`config.mk`:
```
export PLATFORM = sky130hd
export DESIGN_NAME = mcp2515_cmd_sequencer_flat
export DESIGN_NICKNAME = d
export VERILOG_FILES = /design/src/rtl/mcp2515_pkg.sv /design/src/rtl/mcp2515_cmd_sequencer_if.sv /design/src/rtl/sync_2ff.sv /design/src/rtl/mcp2515_cmd_sequencer.sv /design/src/flat_wrapper.sv
export SDC_FILE = /design/constraint.sdc
export NUM_CORES = 1
export LEC_CHECK = 0
export CORE_MARGIN = 2
export CORE_UTILIZATION = 54
export CTS_CLUSTER_SIZE = 28
export DETAILED_ROUTE_END_ITERATION = 6
export PLACE_DENSITY = 0.76
export SETUP_SLACK_MARGIN = 0.5
export SYNTH_ARGS = -nofsm -noshare
export SYNTH_HDL_FRONTEND = slang
export SYNTH_SLANG_ARGS = --single-unit
export TNS_END_PERCENT = 1
```
`constraint.sdc`:
```
create_clock -name clk_50MHz -period 2.5 [get_ports clk_50MHz]
set_input_delay 0.375 -clock clk_50MHz [delete_from_list [all_inputs] [get_ports clk_50MHz]]
set_output_delay 0.375 -clock clk_50MHz [all_outputs]
set_load 0.05 [all_outputs]
```
`src/rtl/mcp2515_pkg.sv`:
```
// Shared definitions for the MCP2515 command sequencer: host op codes,
// MCP2515 SPI instruction bytes, sequencer state encoding and frame helpers.
package mcp2515_pkg;

  localparam int MAX_FRAME_BYTES = 4;

  // Host command op codes; 6 and 7 are illegal.
  localparam logic [2:0] OP_RESET       = 3'd0;
  localparam logic [2:0] OP_READ        = 3'd1;
  localparam logic [2:0] OP_WRITE       = 3'd2;
  localparam logic [2:0] OP_BIT_MODIFY  = 3'd3;
  localparam logic [2:0] OP_READ_STATUS = 3'd4;
  localparam logic [2:0] OP_RTS         = 3'd5;

  // MCP2515 SPI instruction bytes.
  localparam logic [7:0] INS_RESET       = 8'hC0;
  localparam logic [7:0] INS_READ        = 8'h03;
  localparam logic [7:0] INS_WRITE       = 8'h02;
  localparam logic [7:0] INS_BIT_MODIFY  = 8'h05;
  localparam logic [7:0] INS_READ_STATUS = 8'hA0;
  localparam logic [7:0] INS_RTS         = 8'h80;

  typedef enum logic [2:0] {
    ST_IDLE,
    ST_SETUP,
    ST_START,
    ST_WAIT_BUSY,
    ST_WAIT_DONE,
    ST_NEXT,
    ST_HOLD,
    ST_RESP
  } seq_state_e;

  function automatic logic op_is_legal(input logic [2:0] op);
    return (op <= OP_RTS);
  endfunction

  function automatic logic op_returns_data(input logic [2:0] op);
    return (op == OP_READ) || (op == OP_READ_STATUS);
  endfunction

  // Number of SPI bytes in the frame for a given op (0 for illegal ops).
  function automatic logic [2:0] frame_len(input logic [2:0] op);
    case (op)
      OP_RESET:       return 3'd1;
      OP_READ:        return 3'd3;
      OP_WRITE:       return 3'd3;
      OP_BIT_MODIFY:  return 3'd4;
      OP_READ_STATUS: return 3'd2;
      OP_RTS:         return 3'd1;
      default:        return 3'd0;
    endcase
  endfunction

  // Frame byte list packed with byte 0 (sent first) in the low byte.
  function automatic logic [8*MAX_FRAME_BYTES-1:0] frame_bytes(
      input logic [2:0] op,
      input logic [7:0] addr,
      input logic [7:0] wdata,
      input logic [7:0] mask);
    case (op)
      OP_RESET:       return {24'h0, INS_RESET};
      OP_READ:        return {8'h00, 8'h00, addr, INS_READ};
      OP_WRITE:       return {8'h00, wdata, addr, INS_WRITE};
      OP_BIT_MODIFY:  return {wdata, mask, addr, INS_BIT_MODIFY};
      OP_READ_STATUS: return {16'h0, 8'h00, INS_READ_STATUS};
      OP_RTS:         return {24'h0, INS_RTS | {5'b0, addr[2:0]}};
      default:        return '0;
    endcase
  endfunction

endpackage

```
`src/rtl/mcp2515_cmd_sequencer_if.sv`:
```
// Host-side command/response bundle of the MCP2515 command sequencer.
interface mcp2515_cmd_sequencer_if;
  import mcp2515_pkg::*;

  logic       cmd_valid;
  logic       cmd_ready;
  logic [2:0] cmd_op;
  logic [7:0] cmd_addr;
  logic [7:0] cmd_wdata;
  logic [7:0] cmd_mask;
  logic       rsp_valid;
  logic [7:0] rsp_rdata;
  logic       rsp_err;

  // Host side issues commands and receives responses.
  modport master (
    output cmd_valid, cmd_op, cmd_addr, cmd_wdata, cmd_mask,
    input  cmd_ready, rsp_valid, rsp_rdata, rsp_err
  );

  // Sequencer side accepts commands and returns responses.
  modport slave (
    input  cmd_valid, cmd_op, cmd_addr, cmd_wdata, cmd_mask,
    output cmd_ready, rsp_valid, rsp_rdata, rsp_err
  );
endinterface

```
`src/rtl/sync_2ff.sv`:
```
// Two-flop synchroniser for a single control bit from the divided SPI clock
// domain; resets to 0.
module sync_2ff (
  input  logic clk_50MHz,
  input  logic reset_n,
  input  logic d_i,
  output logic q_o
);
  logic meta_q;
  logic sync_q;

  // Shift the asynchronous bit through two flops.
  always_ff @(posedge clk_50MHz or negedge reset_n) begin
    if (!reset_n) begin
      meta_q <= 1'b0;
      sync_q <= 1'b0;
    end else begin
      meta_q <= d_i;
      sync_q <= meta_q;
    end
  end

  assign q_o = sync_q;
endmodule

```
`src/rtl/mcp2515_cmd_sequencer.sv`:
```
// MCP2515 command sequencer: expands one host command into an MCP2515 SPI
// frame, drives the byte master one byte at a time, owns chip-select and
// returns read data. Optional per-byte watchdog: define SEQ_TIMEOUT_EN.
module mcp2515_cmd_sequencer
  import mcp2515_pkg::*;
#(
  parameter int CS_SETUP_CYC = 16,
  parameter int CS_HOLD_CYC  = 64
`ifdef SEQ_TIMEOUT_EN
  ,
  parameter int TIMEOUT_CYC  = 8192
`endif
) (
  input  logic                         clk_50MHz,
  input  logic                         reset_n,
  mcp2515_cmd_sequencer_if.slave       host,
  output logic                         spi_start_o,
  output logic [7:0]                   spi_tx_o,
  input  logic [7:0]                   spi_rx_i,
  input  logic                         spi_sending_i,
  input  logic                         spi_done_i,
  output logic                         cs_n_o
);

  localparam int CNT_MAX = (CS_HOLD_CYC > CS_SETUP_CYC) ? CS_HOLD_CYC : CS_SETUP_CYC;
  localparam int CNT_W   = $clog2(CNT_MAX + 1);
  // cs_n must stay high this long between frames so that the device sees a
  // full hold plus setup interval even when commands arrive back to back.
  localparam int MIN_GAP = CS_HOLD_CYC + CS_SETUP_CYC;
  localparam int GAP_W   = $clog2(MIN_GAP + 1);

  seq_state_e                   state_q;
  logic                         cmd_ready_q;
  logic                         rsp_valid_q;
  logic [7:0]                   rsp_rdata_q;
  logic                         rsp_err_q;
  logic                         spi_start_q;
  logic [7:0]                   spi_tx_q;
  logic                         cs_n_q;
  logic [2:0]                   op_q;
  logic [8*MAX_FRAME_BYTES-1:0] frame_q;
  logic [2:0]                   len_q;
  logic [2:0]                   idx_q;
  logic [CNT_W-1:0]             cnt_q;
  logic [7:0]                   rx_last_q;
  logic                         timeout_q;
  logic [GAP_W-1:0]             gap_q;
  logic                         gap_ok;
  logic                         wd_expire;

  // Synchronised byte-master status: bit 0 sending, bit 1 done.
  logic [1:0] spi_async;
  logic [1:0] spi_sync;
  logic       sending_s;
  logic       done_s;

  assign spi_async = {spi_done_i, spi_sending_i};

  genvar gi;
  generate
    for (gi = 0; gi < 2; gi++) begin : g_sync
      sync_2ff u_sync (
        .clk_50MHz (clk_50MHz),
        .reset_n   (reset_n),
        .d_i       (spi_async[gi]),
        .q_o       (spi_sync[gi])
      );
    end
  endgenerate

  assign sending_s = spi_sync[0];
  assign done_s    = spi_sync[1];

  // Count cs_n-high cycles, saturating at the minimum inter-frame gap.
  always_ff @(posedge clk_50MHz or negedge reset_n) begin
    if (!reset_n) begin
      gap_q <= GAP_W'(MIN_GAP);
    end else if (!cs_n_q) begin
      gap_q <= '0;
    end else if (gap_q != GAP_W'(MIN_GAP)) begin
      gap_q <= gap_q + 1'b1;
    end
  end

  assign gap_ok = (gap_q == GAP_W'(MIN_GAP));

`ifdef SEQ_TIMEOUT_EN
  localparam int WD_W = 14;
  logic [WD_W-1:0] wdog_q;
  logic            in_wait;

  assign in_wait   = (state_q == ST_WAIT_BUSY) || (state_q == ST_WAIT_DONE);
  assign wd_expire = in_wait && (wdog_q == WD_W'(TIMEOUT_CYC - 1));

  // Per-byte watchdog: restarts at every byte start, counts while waiting.
  always_ff @(posedge clk_50MHz or negedge reset_n) begin
    if (!reset_n) begin
      wdog_q <= '0;
    end else if (state_q == ST_START) begin
      wdog_q <= '0;
    end else if (in_wait && !wd_expire) begin
      wdog_q <= wdog_q + 1'b1;
    end
  end
`else
  assign wd_expire = 1'b0;
`endif

  // Frame sequencer with registered host, byte-master and chip-select outputs.
  always_ff @(posedge clk_50MHz or negedge reset_n) begin
    if (!reset_n) begin
      state_q     <= ST_IDLE;
      cmd_ready_q <= 1'b1;
      rsp_valid_q <= 1'b0;
      rsp_rdata_q <= 8'h00;
      rsp_err_q   <= 1'b0;
      spi_start_q <= 1'b0;
      spi_tx_q    <= 8'h00;
      cs_n_q      <= 1'b1;
      op_q        <= 3'd0;
      frame_q     <= '0;
      len_q       <= 3'd0;
      idx_q       <= 3'd0;
      cnt_q       <= '0;
      rx_last_q   <= 8'h00;
      timeout_q   <= 1'b0;
    end else begin
      case (state_q)
        ST_IDLE: begin
          if (host.cmd_valid && cmd_ready_q) begin
            op_q        <= host.cmd_op;
            frame_q     <= frame_bytes(host.cmd_op, host.cmd_addr,
                                       host.cmd_wdata, host.cmd_mask);
            len_q       <= frame_len(host.cmd_op);
            idx_q       <= 3'd0;
            cnt_q       <= '0;
            timeout_q   <= 1'b0;
            cmd_ready_q <= 1'b0;
            if (!op_is_legal(host.cmd_op)) begin
              // Illegal ops never touch the bus.
              rsp_valid_q <= 1'b1;
              rsp_err_q   <= 1'b1;
              rsp_rdata_q <= 8'h00;
              state_q     <= ST_RESP;
            end else begin
              state_q <= ST_SETUP;
            end
          end
        end
        ST_SETUP: begin
          if (cs_n_q) begin
            if (gap_ok) begin
              cs_n_q <= 1'b0;
            end
          end else if (cnt_q == CNT_W'(CS_SETUP_CYC - 1)) begin
            cnt_q   <= '0;
            state_q <= ST_START;
          end else begin
            cnt_q <= cnt_q + 1'b1;
          end
        end
        ST_START: begin
          spi_tx_q    <= frame_q[{idx_q[1:0], 3'b000} +: 8];
          spi_start_q <= 1'b1;
          state_q     <= ST_WAIT_BUSY;
        end
        ST_WAIT_BUSY: begin
          if (wd_expire) begin
            spi_start_q <= 1'b0;
            timeout_q   <= 1'b1;
            cnt_q       <= '0;
            state_q     <= ST_HOLD;
          end else if (sending_s) begin
            spi_start_q <= 1'b0;
            state_q     <= ST_WAIT_DONE;
          end
        end
        ST_WAIT_DONE: begin
          if (wd_expire) begin
            timeout_q <= 1'b1;
            cnt_q     <= '0;
            state_q   <= ST_HOLD;
          end else if (!sending_s && done_s) begin
            rx_last_q <= spi_rx_i;
            idx_q     <= idx_q + 3'd1;
            if (idx_q + 3'd1 == len_q) begin
              cnt_q   <= '0;
              state_q <= ST_HOLD;
            end else begin
              state_q <= ST_NEXT;
            end
          end
        end
        ST_NEXT: begin
          state_q <= ST_START;
        end
        ST_HOLD: begin
          if (cnt_q == CNT_W'(CS_HOLD_CYC - 1)) begin
            cs_n_q      <= 1'b1;
            rsp_valid_q <= 1'b1;
            rsp_err_q   <= timeout_q;
            rsp_rdata_q <= (op_returns_data(op_q) && !timeout_q) ? rx_last_q : 8'h00;
            state_q     <= ST_RESP;
          end else begin
            cnt_q <= cnt_q + 1'b1;
          end
        end
        ST_RESP: begin
          rsp_valid_q <= 1'b0;
          cmd_ready_q <= 1'b1;
          state_q     <= ST_IDLE;
        end
        default: begin
          state_q <= ST_IDLE;
        end
      endcase
    end
  end

  assign host.cmd_ready = cmd_ready_q;
  assign host.rsp_valid = rsp_valid_q;
  assign host.rsp_rdata = rsp_rdata_q;
  assign host.rsp_err   = rsp_err_q;
  assign spi_start_o    = spi_start_q;
  assign spi_tx_o       = spi_tx_q;
  assign cs_n_o         = cs_n_q;

endmodule

```
`src/flat_wrapper.sv`:
```
// flat-port wrapper written by rule: the top's interface ports become plain ports
module mcp2515_cmd_sequencer_flat import mcp2515_pkg::*;
#(
  parameter int CS_SETUP_CYC = 16,
  parameter int CS_HOLD_CYC  = 64

)
  (clk_50MHz, reset_n, spi_start_o, spi_tx_o, spi_rx_i, spi_sending_i, spi_done_i, cs_n_o, host_cmd_valid, host_cmd_op, host_cmd_addr, host_cmd_wdata, host_cmd_mask, host_cmd_ready, host_rsp_valid, host_rsp_rdata, host_rsp_err);
  mcp2515_cmd_sequencer_if host_i ();
  input  logic clk_50MHz;
  input  logic reset_n;
  output logic spi_start_o;
  output logic [7:0] spi_tx_o;
  input  logic [7:0] spi_rx_i;
  input  logic spi_sending_i;
  input  logic spi_done_i;
  output logic cs_n_o;
  input wire logic [$bits(host_i.cmd_valid)-1:0] host_cmd_valid;
  input wire logic [$bits(host_i.cmd_op)-1:0] host_cmd_op;
  input wire logic [$bits(host_i.cmd_addr)-1:0] host_cmd_addr;
  input wire logic [$bits(host_i.cmd_wdata)-1:0] host_cmd_wdata;
  input wire logic [$bits(host_i.cmd_mask)-1:0] host_cmd_mask;
  output wire logic [$bits(host_i.cmd_ready)-1:0] host_cmd_ready;
  output wire logic [$bits(host_i.rsp_valid)-1:0] host_rsp_valid;
  output wire logic [$bits(host_i.rsp_rdata)-1:0] host_rsp_rdata;
  output wire logic [$bits(host_i.rsp_err)-1:0] host_rsp_err;
  assign host_i.cmd_valid = host_cmd_valid;
  assign host_i.cmd_op = host_cmd_op;
  assign host_i.cmd_addr = host_cmd_addr;
  assign host_i.cmd_wdata = host_cmd_wdata;
  assign host_i.cmd_mask = host_cmd_mask;
  assign host_cmd_ready = host_i.cmd_ready;
  assign host_rsp_valid = host_i.rsp_valid;
  assign host_rsp_rdata = host_i.rsp_rdata;
  assign host_rsp_err = host_i.rsp_err;
  mcp2515_cmd_sequencer #(.CS_SETUP_CYC(CS_SETUP_CYC), .CS_HOLD_CYC(CS_HOLD_CYC)) u_core (.clk_50MHz(clk_50MHz), .reset_n(reset_n), .host(host_i), .spi_start_o(spi_start_o), .spi_tx_o(spi_tx_o), .spi_rx_i(spi_rx_i), .spi_sending_i(spi_sending_i), .spi_done_i(spi_done_i), .cs_n_o(cs_n_o));
endmodule
```
==> flow_results.xml, run 1 <==
<?xml version="1.0" encoding="UTF-8"?>
<metrics>
  <group name="route">
    <metric name="via_count" unit="">3129</metric>
    <metric name="detail_route.iter0.violations" unit="">193</metric>
    <metric name="drt-wirelength-per-cell" unit="µm">16.2</metric>
    <metric name="totalWireLength" unit="µm">9040</metric>
    <metric name="drt_pass1_iterations" unit="">4</metric>
    <metric name="post-route-drc-count" unit="">0</metric>
    <metric name="final_antenna_net_count" unit="">0</metric>
    <metric name="vias_per_cell" unit="">5.62</metric>
  </group>
  <group name="global_routing">
    <metric name="grt_antenna_before_repair" unit="">0</metric>
    <metric name="global_route.overflow_total" unit="">0</metric>
    <metric name="grt_start_max_net_pins" unit="">50</metric>
    <metric name="grt_first_pass_wirelength" unit="µm">15100</metric>
    <metric name="grtUsageTotal" unit="%">22.6</metric>
    <metric name="number_of_global_route_vias_before_repair" unit="">3144</metric>
  </group>
  <group name="synthesis">
    <metric name="yosys-top-cells-area" unit="">dfrtp_1 (51%), mux2_2 (5.4%), nand2_1 (5.1%), a22o_1 (3.3%), o21ai_0 (3.2%)</metric>
    <metric name="ys_seq_elements" unit="">89</metric>
    <metric name="synth_enable_flop_cells" unit="">0</metric>
    <metric name="postSynthNetCount" unit="">431</metric>
    <metric name="avgSynthCellArea" unit="µm²">10.8</metric>
    <metric name="post_synth_num_cell_types" unit="">53</metric>
    <metric name="postSynth.topFlopCell" unit="">dfrtp_1</metric>
    <metric name="synth_async_sr_flop_share" unit="%">100</metric>
    <metric name="ys.warnings.count" unit="">0</metric>
    <metric name="synth_top_area_share" unit="%">50.7</metric>
    <metric name="netlist.top_cell.by_area" unit="">dfrtp_1</metric>
    <metric name="syn-instance-count" unit="">387</metric>
    <metric name="synth-seq-area-share" unit="%">53.2</metric>
    <metric name="synth_area" unit="mm²">0.00420</metric>
  </group>
  <group name="power">
    <metric name="power.density_cell_area" unit="mW/mm²">1010</metric>
    <metric name="power.static_leakage" unit="nW">2.29</metric>
    <metric name="worst_ir_drop_vdd" unit="V">0.000615</metric>
  </group>
  <group name="floorplan">
    <metric name="total_die_area" unit="mm²">0.00849</metric>
    <metric name="placeableCoreArea" unit="mm²">0.00761</metric>
    <metric name="initial_utilization" unit="%">55.1</metric>
    <metric name="rows" unit="">32</metric>
    <metric name="ioPinCount" unit="">61</metric>
    <metric name="fp.dieH" unit="µm">92.1</metric>
    <metric name="floorplan.die.width" unit="µm">92.1</metric>
  </group>
  <group name="worst_setup_path">
    <metric name="worstRegToRegCells" unit="">6</metric>
    <metric name="worst-endpoint-required" unit="ns">2.78</metric>
    <metric name="start_kind" unit="">flop</metric>
    <metric name="critPathCaptureType" unit="">flop</metric>
    <metric name="worstPathArrival" unit="ns">2.38</metric>
    <metric name="cp_slowest_cell" unit="">o21ai_1</metric>
    <metric name="timing.critical_path.cells" unit="">ha_1, and4_1, nand2_1, nor2_1, o21ai_1, a22o_1</metric>
    <metric name="slowest_delay" unit="ns">0.61</metric>
    <metric name="crit_path_max_fanout" unit="">9</metric>
    <metric name="timing.setup.critical_path_class" unit="">flop to flop</metric>
  </group>
  <group name="layout">
    <metric name="final_layout_size_suffix_gt1_share" unit="%">14.9</metric>
    <metric name="layout-area-overhead-vs-synth" unit="%">23.4</metric>
    <metric name="post-route-util" unit="%">68.0</metric>
    <metric name="fillers" unit="">608</metric>
    <metric name="post_layout_nonfiller_instances" unit="">557</metric>
    <metric name="nNetsFinal" unit="">494</metric>
    <metric name="finish.instance_area" unit="mm²">0.00517</metric>
    <metric name="num_antenna_cells" unit="">0</metric>
    <metric name="layout_commonest_cell" unit="">dfrtp_1</metric>
    <metric name="layout_common_cells" unit="">dfrtp_1 (84), nand2_1 (57), clkdlybuf4s50_1 (57)</metric>
  </group>
  <group name="sta">
    <metric name="rsz0062_at_grt" unit="">yes</metric>
    <metric name="maxSlewHeadroom" unit="%">48.5</metric>
    <metric name="timing.clock.skew" unit="ns">0.0120</metric>
    <metric name="fmax" unit="MHz">477</metric>
    <metric name="totalNegativeSetupSlack" unit="ns">0</metric>
    <metric name="final_period_minus_worst_setup_slack" unit="ns">2.10</metric>
    <metric name="post-route-period-util" unit="%">83.8</metric>
    <metric name="hold-worst-slack" unit="ns">-0.00427</metric>
    <metric name="final-hold-violation-count" unit="">7</metric>
    <metric name="measured_slew_at_the_worst_slew_check_pin" unit="ns">0.767</metric>
    <metric name="finalSetupViolCount" unit="">0</metric>
    <metric name="report.final.slew_viol_count" unit="">0</metric>
  </group>
  <group name="clock_network">
    <metric name="clock_sinks" unit="">89</metric>
    <metric name="tritoncts.num_buffers" unit="">9</metric>
    <metric name="clk_root_buffer_cell" unit="">clkbuf_8</metric>
    <metric name="clock_tree_from_tritoncts" unit="">done</metric>
    <metric name="clock_insertion_delay_at_the_later_pin_of_the_skew_report" unit="ns">0.35</metric>
    <metric name="cts_setup_buffers" unit="">0</metric>
    <metric name="clk_path_buf_depth" unit="">2</metric>
    <metric name="clk_pin_slew" unit="ns">0.09</metric>
    <metric name="ctsHtreeMaxLevel" unit="">3</metric>
  </group>
  <group name="status">
    <metric name="violations_in_the_final_reports" unit="">hold timing</metric>
    <metric name="outcome" unit="">finished, violations left</metric>
  </group>
  <group name="min_path">
    <metric name="min-delay-path-class" unit="">input pin to async pin</metric>
  </group>
  <group name="placed_design">
    <metric name="cells_after_dpl" unit="">541</metric>
    <metric name="hpwlAfterDp" unit="µm">6350</metric>
    <metric name="placed_inst_area" unit="mm²">0.00494</metric>
    <metric name="globalplace.congestion" unit="">0.856</metric>
    <metric name="buffer_ports.inserted" unit="">60</metric>
  </group>
  <group name="job">
    <metric name="cap_violations" unit="">0</metric>
  </group>
</metrics>
## area by class of cell
class	instances	area, µm²	area share [%]
flip-flops and latches	89	2230	43.2
multi-input cells	271	1870	36.0
repair buffers	72	702	13.6
clock buffers	10	128	2.47
well taps	102	128	2.47
clock inverters	6	92.6	1.79
inverters	7	26.3	0.508
## state kept, by name (all words and copies together) (netlist names), 7 cells and up
register	flops
u_core.cnt_q	7
u_core.frame_q	30
u_core.gap_q	7
u_core.host.rsp_rdata	8
u_core.rx_last_q	8
u_core.spi_tx_o	8
## worst paths after layout
check	startpoint	slack, ns	to
worst max-delay path	u_core.cnt_q[0]	0.40	u_core.host.rsp_rdata[0]
worst min-delay path	reset_n	-0.004	u_core.cnt_q[2]
worst max register to register	u_core.cnt_q[0]	0.40	u_core.host.rsp_rdata[0]
worst min register to register	u_core.g_sync[1].u_sync.meta_q	0.36	u_core.g_sync[1].u_sync.q_o
max in group asynchronous	reset_n	1.82	u_core.gap_q[4]
min in group clk_50MHz	u_core.g_sync[1].u_sync.meta_q	0.36	u_core.g_sync[1].u_sync.q_o
## timing repair
| action | CTS | global route |
|---|---|---|
| hold buffers | 0 | 0 |
| setup endpoints to repair | 19 | 48 |
| resized for setup | 1 | 3 |
## stage by stage
step                      power [mW]  setup WS [ns]
final                           5.20          0.404
after global routing            5.53          0.334
after CTS                       5.22          0.333
after detailed placement        4.13          0.410
after global placement          4.05          0.429
after floorplan                 3.54          0.556
## logic make-up after synthesis
| logic type | synth area share [%] |
|---|---|
| multiplexers | 11.0 |
| AND/OR/NAND/NOR | 15.6 |
| buffers and inverters | 2.62 |
| AO/OA/AOI/OAI | 13.7 |
| flip-flops | 53.2 |
| adder cells (fa/ha/maj) | 1.19 |
| XOR/XNOR | 2.65 |
## layer usage
layer | GRT usage [%] | vias to the layer above | share of wire [%]
met1 | 31.0 | 1563 | 45
met3 | 5.18 | 9 | 4.3
met4 | 5.85 | 0 | 1.3
met2 | 36.6 | 61 | 49
li1 | - | 1496 | -
met5 | 0 | - | 0
## synthesized netlist by cell type, drive strengths merged, types with 2 or more instances
master,instances
mux4,6
o22a,2
mux2,22
buf,10
dfrtp,85
o211ai,2
nor3,7
mux2i,8
o2111ai,2
dfstp,4
o41ai,2
xor2,2
a2bb2oi,2
ha,4
a22oi,2
nor2b,10
clkbuf,10
nand2b,2
o21ai,34
inv,7
a21oi,14
and2,8
o31ai,3
and3b,2
a22o,16
nor2,24
a21o,2
nand2,57
nand3,15
xnor2,8
## power breakdown
| part | leakage, nW | internal [mW] | switching (mW) | total [mW] |
|---|---|---|---|---|
| Combinational | 1.02 | 0.876 | 1.08 | 1.96 |
| Sequential | 1.17 | 1.84 | 0.322 | 2.16 |
| Clock | 0.103 | 0.569 | 0.520 | 1.09 |
| Total | 2.29 | 3.28 | 1.92 | 5.20 |
## critical path: cells and delay by family (launching register included)
| family | cells | cell delay (ns) |
|---|---|---|
| and+or+nand+nor | 3 | 0.48 |
| AOI/OAI and AO/OA | 2 | 0.88 |
| adders and majority gates | 1 | 0.26 |
| DFF | 1 | 0.42 |
No activity file was read; power rests on OpenSTA's default activity.
==> run 2: changes to the inputs <==
- clock period: 2.5 -> 2 ns (I/O delays scaled with it)
==> flow_results.xml, run 2 (same netlist as run 1, synthesis figures left out) <==
<?xml version="1.0" encoding="UTF-8"?>
<metrics>
  <group name="layout">
    <metric name="largest-register" unit="">u_core.frame_q</metric>
    <metric name="layout_common_cells" unit="">dfrtp_1 (84), nand2_1 (57), clkdlybuf4s50_1 (41)</metric>
    <metric name="fillers" unit="">600</metric>
    <metric name="nNetsFinal" unit="">506</metric>
    <metric name="final_layout_size_suffix_gt1_share" unit="%">18.0</metric>
    <metric name="num_antenna_cells" unit="">0</metric>
    <metric name="largest_reg_flops" unit="">30</metric>
    <metric name="post_layout_nonfiller_instances" unit="">569</metric>
    <metric name="post-route-util" unit="%">68.8</metric>
    <metric name="layout_commonest_cell" unit="">dfrtp_1</metric>
    <metric name="layout-area-overhead-vs-synth" unit="%">24.7</metric>
  </group>
  <group name="job">
    <metric name="cap_violations" unit="">0</metric>
  </group>
  <group name="worst_setup_path">
    <metric name="worst-endpoint-required" unit="ns">2.25</metric>
    <metric name="cp-startpoint" unit="">u_core.idx_q[1]</metric>
    <metric name="rr_startpoint" unit="">u_core.idx_q[1]</metric>
    <metric name="timing.setup.critical_path_class" unit="">flop to flop</metric>
    <metric name="setup.reg_to_reg.worst_slack" unit="ns">0.15</metric>
    <metric name="start_kind" unit="">flop</metric>
    <metric name="worstPathArrival" unit="ns">2.10</metric>
    <metric name="crit_path_max_fanout" unit="">10</metric>
    <metric name="critPathCaptureType" unit="">flop</metric>
    <metric name="worst_setup_path_endpoint" unit="">u_core.cnt_q[5]</metric>
    <metric name="reg2reg_to" unit="">u_core.cnt_q[5]</metric>
    <metric name="worstRegToRegCells" unit="">7</metric>
  </group>
  <group name="global_routing">
    <metric name="grtUsageTotal" unit="%">22.5</metric>
    <metric name="grt_antenna_before_repair" unit="">0</metric>
    <metric name="global_route.overflow_total" unit="">0</metric>
    <metric name="grt_start_max_net_pins" unit="">54</metric>
    <metric name="grt_first_pass_wirelength" unit="µm">14900</metric>
    <metric name="number_of_global_route_vias_before_repair" unit="">3037</metric>
  </group>
  <group name="route">
    <metric name="vias_per_cell" unit="">5.57</metric>
    <metric name="post-route-drc-count" unit="">0</metric>
    <metric name="via_count" unit="">3172</metric>
    <metric name="final_antenna_net_count" unit="">0</metric>
    <metric name="drt-wirelength-per-cell" unit="µm">15.4</metric>
    <metric name="totalWireLength" unit="µm">8770</metric>
    <metric name="drt_pass1_iterations" unit="">4</metric>
    <metric name="detail_route.iter0.violations" unit="">240</metric>
  </group>
  <group name="floorplan">
    <metric name="total_die_area" unit="mm²">0.00849</metric>
    <metric name="rows" unit="">32</metric>
    <metric name="placeableCoreArea" unit="mm²">0.00761</metric>
    <metric name="fp.dieH" unit="µm">92.1</metric>
    <metric name="initial_utilization" unit="%">55.1</metric>
    <metric name="floorplan.die.width" unit="µm">92.1</metric>
    <metric name="ioPinCount" unit="">61</metric>
  </group>
  <group name="sta">
    <metric name="final_period_minus_worst_setup_slack" unit="ns">1.85</metric>
    <metric name="fmax" unit="MHz">540</metric>
    <metric name="measured_slew_at_the_worst_slew_check_pin" unit="ns">0.566</metric>
    <metric name="timing.clock.skew" unit="ns">0.0134</metric>
    <metric name="finalSetupViolCount" unit="">0</metric>
    <metric name="hold-worst-slack" unit="ns">0.355</metric>
    <metric name="post-route-period-util" unit="%">92.6</metric>
    <metric name="rsz0062_at_grt" unit="">yes</metric>
    <metric name="totalNegativeSetupSlack" unit="ns">0</metric>
    <metric name="maxSlewHeadroom" unit="%">62.0</metric>
    <metric name="report.final.slew_viol_count" unit="">0</metric>
    <metric name="final-hold-violation-count" unit="">0</metric>
  </group>
  <group name="placed_design">
    <metric name="buffer_ports.inserted" unit="">60</metric>
    <metric name="hpwlAfterDp" unit="µm">6380</metric>
    <metric name="globalplace.congestion" unit="">0.916</metric>
    <metric name="cells_after_dpl" unit="">552</metric>
  </group>
  <group name="clock_network">
    <metric name="cts_setup_buffers" unit="">0</metric>
    <metric name="ctsHtreeMaxLevel" unit="">3</metric>
    <metric name="tritoncts.num_buffers" unit="">9</metric>
    <metric name="clock_sinks" unit="">89</metric>
    <metric name="clk_root_buffer_cell" unit="">clkbuf_8</metric>
    <metric name="clk_pin_slew" unit="ns">0.09</metric>
    <metric name="clk_path_buf_depth" unit="">2</metric>
    <metric name="clock_insertion_delay_at_the_later_pin_of_the_skew_report" unit="ns">0.37</metric>
    <metric name="clock_tree_from_tritoncts" unit="">done</metric>
  </group>
  <group name="power">
    <metric name="power.density_cell_area" unit="mW/mm²">1210</metric>
    <metric name="worst_ir_drop_vdd" unit="V">0.000522</metric>
    <metric name="power.static_leakage" unit="nW">2.39</metric>
  </group>
  <group name="status">
    <metric name="outcome" unit="">finished, final reports clean</metric>
  </group>
  <group name="min_path">
    <metric name="min-delay-path-class" unit="">flop to flop</metric>
  </group>
</metrics>
## run 2: cell types whose count changed in the layout (fill, tap and decap cells not counted), sizes merged, moves of 2 or more
cell	previous run	this run
bufinv	2	0
clkbuf	10	12
buf	13	26
dlygate4sd2	1	16
clkdlybuf4s50	57	41
## run 2: power breakdown
group          switching (mW)  internal [mW]  leakage [nW]  total (mW)
clock network           0.630          0.486        0.0826        1.12
logic                    1.41           1.15          1.14        2.56
registers               0.363           2.30          1.17        2.66
total                    2.40           3.94          2.39        6.34
## run 2: worst min path at each step
stage	startpoint	cells past startpoint	endpoint
5_1_grt	u_core.g_sync[1].u_sync.meta_q	0	u_core.g_sync[1].u_sync.q_o
3_5_place_dp	reset_n	1	u_core.cnt_q[2]
2_1_floorplan	reset_n	0	u_core.cnt_q[0]
6_report	u_core.g_sync[0].u_sync.meta_q	0	u_core.g_sync[0].u_sync.q_o
4_1_cts	spi_done_i	1	u_core.g_sync[1].u_sync.meta_q
3_3_place_gp	reset_n	1	u_core.cnt_q[2]
## run 2: final cells by class
type                       instances  area [µm²]  share of cell area (%)
inverter                           7        26.3                   0.502
timing repair buffer              84         781                    14.9
clock buffer                      12         145                    2.77
sequential                        89        2230                    42.7
tap                              102         128                    2.44
clock inverter                     4        28.8                   0.550
multi-input combinational        271        1890                    36.1
## run 2: through the flow
step / worst slack (ns) / power [mW] / area, µm²
global placement: 0.0595 / 5.20 / 5050
global route: 0.0396 / 6.76 / 5230
detailed placement: 0.00484 / 5.27 / 5050
finish: 0.147 / 6.34 / 5230
floorplan: 0.232 / 4.47 / 4210
CTS: 0.163 / 6.35 / 5220
## run 2: layer usage
metal  global-route usage [%]  up-vias  routed length [µm]
met5                        0        -                   0
met4                     9.33        0                 154
met3                     3.29       11                 307
met2                     34.1       62                4220
met1                     32.8     1578                4090
li1                         -     1521                   -
## run 2: critical path, stage by stage (launching register included)
cell and delay [ns]:
dfrtp_1 0.41, ha_4 0.26, xor2_1 0.16, nor3_2 0.24, o2111ai_2 0.19, buf_4 0.22, o21ai_0 0.17, nand3_1 0.08
## run 2: repair_timing
item,in CTS,in global routing
gates resized for setup,18,3
setup endpoints to repair,96,99
endpoints found under the hold margin,36,0
hold buffers,1,0
pin swaps,2,1
